$ cat config.mk
export PLATFORM = sky130hd
export DESIGN_NAME = fetch_unit
export DESIGN_NICKNAME = d
export VERILOG_FILES = /design/src/rtl/rv32i_pkg.sv /design/src/rtl/fetch_unit.sv
export SDC_FILE = /design/constraint.sdc
export NUM_CORES = 1
export LEC_CHECK = 0
export ABC_CLOCK_PERIOD_IN_PS = 2750
export CORE_ASPECT_RATIO = 1.1
export CORE_MARGIN = 2
export CORE_UTILIZATION = 28
export CTS_CLUSTER_SIZE = 8
export DETAILED_ROUTE_END_ITERATION = 7
export PLACE_DENSITY = 0.6
export SLEW_MARGIN = 20
export SYNTH_ARGS = -nofsm -noshare
export SYNTH_HDL_FRONTEND = slang
export SYNTH_SLANG_ARGS = --single-unit
$ cat constraint.sdc
create_clock -name clk -period 2.75 [get_ports clk]
set_clock_uncertainty 0.1 [all_clocks]
set_input_delay 0.275 -clock clk [delete_from_list [all_inputs] [get_ports clk]]
set_output_delay 0.275 -clock clk [all_outputs]
set_load 0.02 [all_outputs]
$ cat src/rtl/rv32i_pkg.sv
// Shared RV32I definitions: fetch FSM states, the canonical NOP and the
// major opcodes decoded by the control unit.
package rv32i_pkg;

    localparam int unsigned XLEN    = 32;
    localparam int unsigned OPC_W   = 7;
    localparam int unsigned INSTR_W = 32;

    localparam logic [INSTR_W-1:0] NOP_INST = 32'h0000_0013;

    localparam logic [OPC_W-1:0] OPC_OP     = 7'b0110011;
    localparam logic [OPC_W-1:0] OPC_OP_IMM = 7'b0010011;
    localparam logic [OPC_W-1:0] OPC_LOAD   = 7'b0000011;
    localparam logic [OPC_W-1:0] OPC_STORE  = 7'b0100011;
    localparam logic [OPC_W-1:0] OPC_BRANCH = 7'b1100011;

    typedef enum logic [1:0] {
        FETCH_REQ  = 2'd0,
        FETCH_WAIT = 2'd1,
        FETCH_HOLD = 2'd2,
        FETCH_DROP = 2'd3
    } fetch_state_e;

endpackage

$ cat src/rtl/fetch_unit.sv
// Instruction-fetch stage: owns the PC, keeps one imem read in flight at most,
// and holds the fetched word for decode until it is consumed or squashed.
module fetch_unit
    import rv32i_pkg::*;
#(
    parameter logic [XLEN-1:0] RESET_PC = 32'h0000_0000
) (
    input  logic               clk,
    input  logic               reset,
    output logic               imem_req,
    output logic [XLEN-1:0]    imem_addr,
    input  logic               imem_ready,
    input  logic               imem_rvalid,
    input  logic [INSTR_W-1:0] imem_rdata,
    input  logic               redirect,
    input  logic [XLEN-1:0]    redirect_pc,
    output logic               out_valid,
    input  logic               out_ready,
    output logic [INSTR_W-1:0] out_inst,
    output logic [XLEN-1:0]    out_pc,
    output logic [OPC_W-1:0]   out_opcode
);

    fetch_state_e       r_state;
    fetch_state_e       w_state_nxt;
    logic [XLEN-1:0]    r_pc;
    logic               r_out_valid;
    logic [INSTR_W-1:0] r_out_inst;
    logic [XLEN-1:0]    r_out_pc;
    logic [XLEN-1:0]    w_redirect_pc;
    logic               w_capture;
    logic               w_unused_lsbs;

    // Branch targets are word aligned; the low bits from execute are dropped.
    assign w_redirect_pc = {redirect_pc[XLEN-1:2], 2'b00};
    assign w_unused_lsbs = &{1'b0, redirect_pc[1:0]};
    assign w_capture     = (r_state == FETCH_WAIT) && imem_rvalid;

    // State register
    always_ff @(posedge clk) begin
        if (reset) begin
            r_state <= FETCH_REQ;
        end else begin
            r_state <= w_state_nxt;
        end
    end

    // Next state; a redirect must still account for a request already accepted
    always_comb begin
        w_state_nxt = r_state;
        if (redirect) begin
            unique case (r_state)
                FETCH_REQ:  w_state_nxt = imem_ready  ? FETCH_DROP : FETCH_REQ;
                FETCH_WAIT: w_state_nxt = imem_rvalid ? FETCH_REQ  : FETCH_DROP;
                FETCH_HOLD: w_state_nxt = FETCH_REQ;
                FETCH_DROP: w_state_nxt = imem_rvalid ? FETCH_REQ  : FETCH_DROP;
                default:    w_state_nxt = FETCH_REQ;
            endcase
        end else begin
            unique case (r_state)
                FETCH_REQ:  if (imem_ready)  w_state_nxt = FETCH_WAIT;
                FETCH_WAIT: if (imem_rvalid) w_state_nxt = FETCH_HOLD;
                FETCH_HOLD: if (out_ready)   w_state_nxt = FETCH_REQ;
                FETCH_DROP: if (imem_rvalid) w_state_nxt = FETCH_REQ;
                default:    w_state_nxt = FETCH_REQ;
            endcase
        end
    end

    // PC and decode output register
    always_ff @(posedge clk) begin
        if (reset) begin
            r_pc        <= RESET_PC;
            r_out_valid <= 1'b0;
            r_out_inst  <= NOP_INST;
            r_out_pc    <= '0;
        end else if (redirect) begin
            r_pc        <= w_redirect_pc;
            r_out_valid <= 1'b0;
            r_out_inst  <= NOP_INST;
        end else if (w_capture) begin
            r_pc        <= r_pc + XLEN'(4);
            r_out_valid <= 1'b1;
            r_out_inst  <= imem_rdata;
            r_out_pc    <= r_pc;
        end else if ((r_state == FETCH_HOLD) && out_ready) begin
            r_out_valid <= 1'b0;
        end
    end

    assign imem_req   = (r_state == FETCH_REQ) && !reset;
    assign imem_addr  = r_pc;
    assign out_valid  = r_out_valid;
    assign out_inst   = r_out_inst;
    assign out_pc     = r_out_pc;
    assign out_opcode = r_out_inst[OPC_W-1:0];

endmodule

==> impl_metrics.json <==
{
  "gp_congestion": 0.814,
  "syn_inst": 534,
  "crit_family": "simple AND/OR/NAND/NOR gates",
  "cts_buffers": 9,
  "period_minus_slack_ns": 2.34,
  "htreeDepth": 3,
  "min_period_over_period_pct": 85.0,
  "setup_viol": 0,
  "antenna_cells": 0,
  "slew-limit-headroom_pct": 62.6,
  "clk-insertion-delay-late_ns": 0.35,
  "max_freq_mhz": 428,
  "post-cts-setup-buffers": 0,
  "drive_gt1_share_pct": 5.99,
  "rr_worst_depth": 5,
  "worstSetupPathType": "flip-flop to flip-flop",
  "cts_tree": "done",
  "portBuffers": 168,
  "totalWireLength_um": 13800,
  "die_h_um": 132,
  "yosys_warnings": 0,
  "startpoint_type": "flip-flop",
  "synthArstFlopShare_pct": 0,
  "finalHoldViolations": 0,
  "fp-row-count": 46,
  "fillers": 1485,
  "grt_use_total_pct": 17.1,
  "regArea_um2": 1900,
  "synth_edf_count": 0,
  "hold_depth": 2,
  "cap_viol_max_count": 0,
  "critPathSlowestCell": "or4_2",
  "wl_per_cell_um": 15.7,
  "grt-ovfl-total": 0,
  "syn_avg_cell_area_um2": 7.85,
  "pre_cts_ws_ns": 0.287,
  "start_util_pct": 28.9,
  "yosysUniqueCellTypes": 55,
  "syn_area_um2": 4190,
  "crit_arrival_ns": 2.49,
  "die_x_um": 121,
  "ctsHoldBuffers": 0,
  "leakage_nw": 2.07,
  "antenna_left": 0,
  "status": "finished, final reports clean",
  "clk_path_buf_depth": 2,
  "ys_seq_area_share_pct": 45.4,
  "die_area_um2": 16000,
  "power_w": 0.00311,
  "rrSetupSlack_ns": 0.41,
  "timing.critical_path.buf_inv": 1,
  "grt_pass1_vias": 4258,
  "grt_pass1_wl_um": 21700,
  "synth_seq_cells": 95,
  "rsz0062_at_grt": "no",
  "slew_viol_final": 0,
  "cp-end-kind": "flip-flop",
  "min_path_type": "input port to flip-flop",
  "crit_chain": "nor2b_1 -> nand4_1 -> buf_4 -> or4_2 -> a311oi_1",
  "cts_root_buffer": "clkbuf_16",
  "final_area_um2": 6270,
  "drt_iter0_markers": 222,
  "core_um2": 14500,
  "crit_required_ns": 2.91,
  "max-vdd-ir-drop_uv": 206,
  "tns_ns": 0,
  "drtPass1Iterations": 4,
  "critPathMaxFanout": 12,
  "vias": 4360,
  "cellPowerDensity_nw_per_um2": 495,
  "nNetsFinal": 752,
  "hpwl_um": 9900,
  "antenna_found_initial": 0,
  "path_depth": 5,
  "clk_pin_slew_worst_paths_ns": 0.07,
  "multiInputGateArea_um2": 2040,
  "critPathMaxStageDelay_ns": 0.54,
  "grt_max_degree": 34,
  "pin_count": 175,
  "dpl_cell_area_um2": 6010,
  "cts_resized": 0,
  "syn_to_final_growth_pct": 49.6,
  "tightest_slew_ns": 0.556,
  "route.detailed.drc": 0,
  "clock_sinks": 95,
  "ys.flop_type": "dfxtp_1",
  "fin_ws_ns": 0.413,
  "via_per_inst": 4.97
}
-- logic make-up (layout without fill, tap and decap cells) --
logic type / count (synthesis) / count (layout) / synth area share [%]
AO/OA/AOI/OAI: 121 / 121 / 17.8
XOR/XNOR: 7 / 7 / 1.46
adder cells (fa/ha/maj): 1 / 1 / 0.298
buffers and inverters: 57 / 205 / 6.21
flip-flops: 95 / 95 / 45.4
other: 1 / 4 / 0.0894
AND/OR/NAND/NOR: 252 / 252 / 28.8
-- cell usage after synthesis, types with 6 or more instances --
master | number | area, µm²
buf_4 | 12 | 90.1
nand4_1 | 12 | 75.1
buf_1 | 6 | 22.5
and4_1 | 10 | 87.6
dfxtp_1 | 95 | 1900
nand3_1 | 16 | 80.1
nor2_1 | 30 | 113
o21ai_0 | 11 | 55.1
a311oi_1 | 13 | 114
a21oi_1 | 67 | 335
clkbuf_1 | 32 | 120
a211oi_1 | 6 | 45.0
nand2_1 | 137 | 514
-- layout make-up --
type,count,area share (%)
Tap cell,192,3.83
Multi-Input combinational cell,385,32.6
Clock buffer,12,3.93
Timing Repair Buffer,184,28.6
Clock inverter,3,0.319
Sequential cell,95,30.3
Inverter,6,0.359
-- sequential cells by signal (all words and copies together), names as in the netlist --
signal	count
imem_addr	30
out_inst	32
out_pc	30
out_valid	1
r_state	2
-- where the power goes --
group / total [W] / switching (W) / internal (W)
clock: 0.00117 / 0.000533 / 0.000632
combinational: 0.000448 / 0.000222 / 0.000226
sequential: 0.00149 / 0.0000700 / 0.00142
total: 0.00311 / 0.000825 / 0.00228
-- path summary, 6_finish.rpt --
kind                                              start                    endpoint
worst max-delay path            r_state[0]$_SDFFE_PP0P_  imem_addr[15]$_SDFFE_PP0P_
worst min-delay path                              reset     out_pc[27]$_SDFFE_PP0P_
worst max register to register  r_state[0]$_SDFFE_PP0P_  imem_addr[15]$_SDFFE_PP0P_
worst min register to register  out_pc[14]$_SDFFE_PP0P_     out_pc[14]$_SDFFE_PP0P_
-- placed cells by master (no fill, tap or decap), types with 2 or more instances in the layout --
cell,netlist,final
a2111oi_0,3,3
a211o_1,2,2
a211oi_1,6,6
a21o_1,2,2
a21oi_1,67,67
a311oi_1,13,13
a31oi_1,2,2
a32oi_1,2,2
and2_1,2,2
and3_1,5,5
and4_1,10,10
buf_4,12,16
clkbuf_1,32,2
clkbuf_16,0,9
clkdlybuf4s50_1,0,167
clkinvlp_4,0,2
conb_1,1,4
dfxtp_1,95,95
inv_1,5,5
nand2_1,137,137
nand3_1,16,16
nand3b_1,3,3
nand4_1,12,12
nor2_1,30,29
nor2b_1,3,3
nor3_1,5,5
nor4_1,5,5
nor4b_1,2,2
o21ai_0,11,11
o31ai_1,5,5
or2_2,2,2
or3_1,5,5
or4_1,4,4
xnor2_1,3,3
xor2_1,4,4
-- metal layers --
layer / vias up / wire length, µm / GRT usage [%]
met5: - / 0 / 0
met4: 0 / 341 / 8.14
met3: 19 / 1210 / 5.84
met2: 162 / 6510 / 27.5
met1: 2025 / 5740 / 20.4
li1: 2154 / - / -
-- metrics by stage --
step | utilization (%) | hold slack (ns) | std cells
after floorplan | - | 0.297 | 537
after global placement | 41.4 | 0.342 | 862
after detailed placement | 41.4 | 0.346 | 862
after CTS | 43.2 | 0.0967 | 877
after global routing | 43.2 | 0.133 | 877
final | 43.2 | 0.107 | 877
No activity file was read; power rests on OpenSTA's default activity.
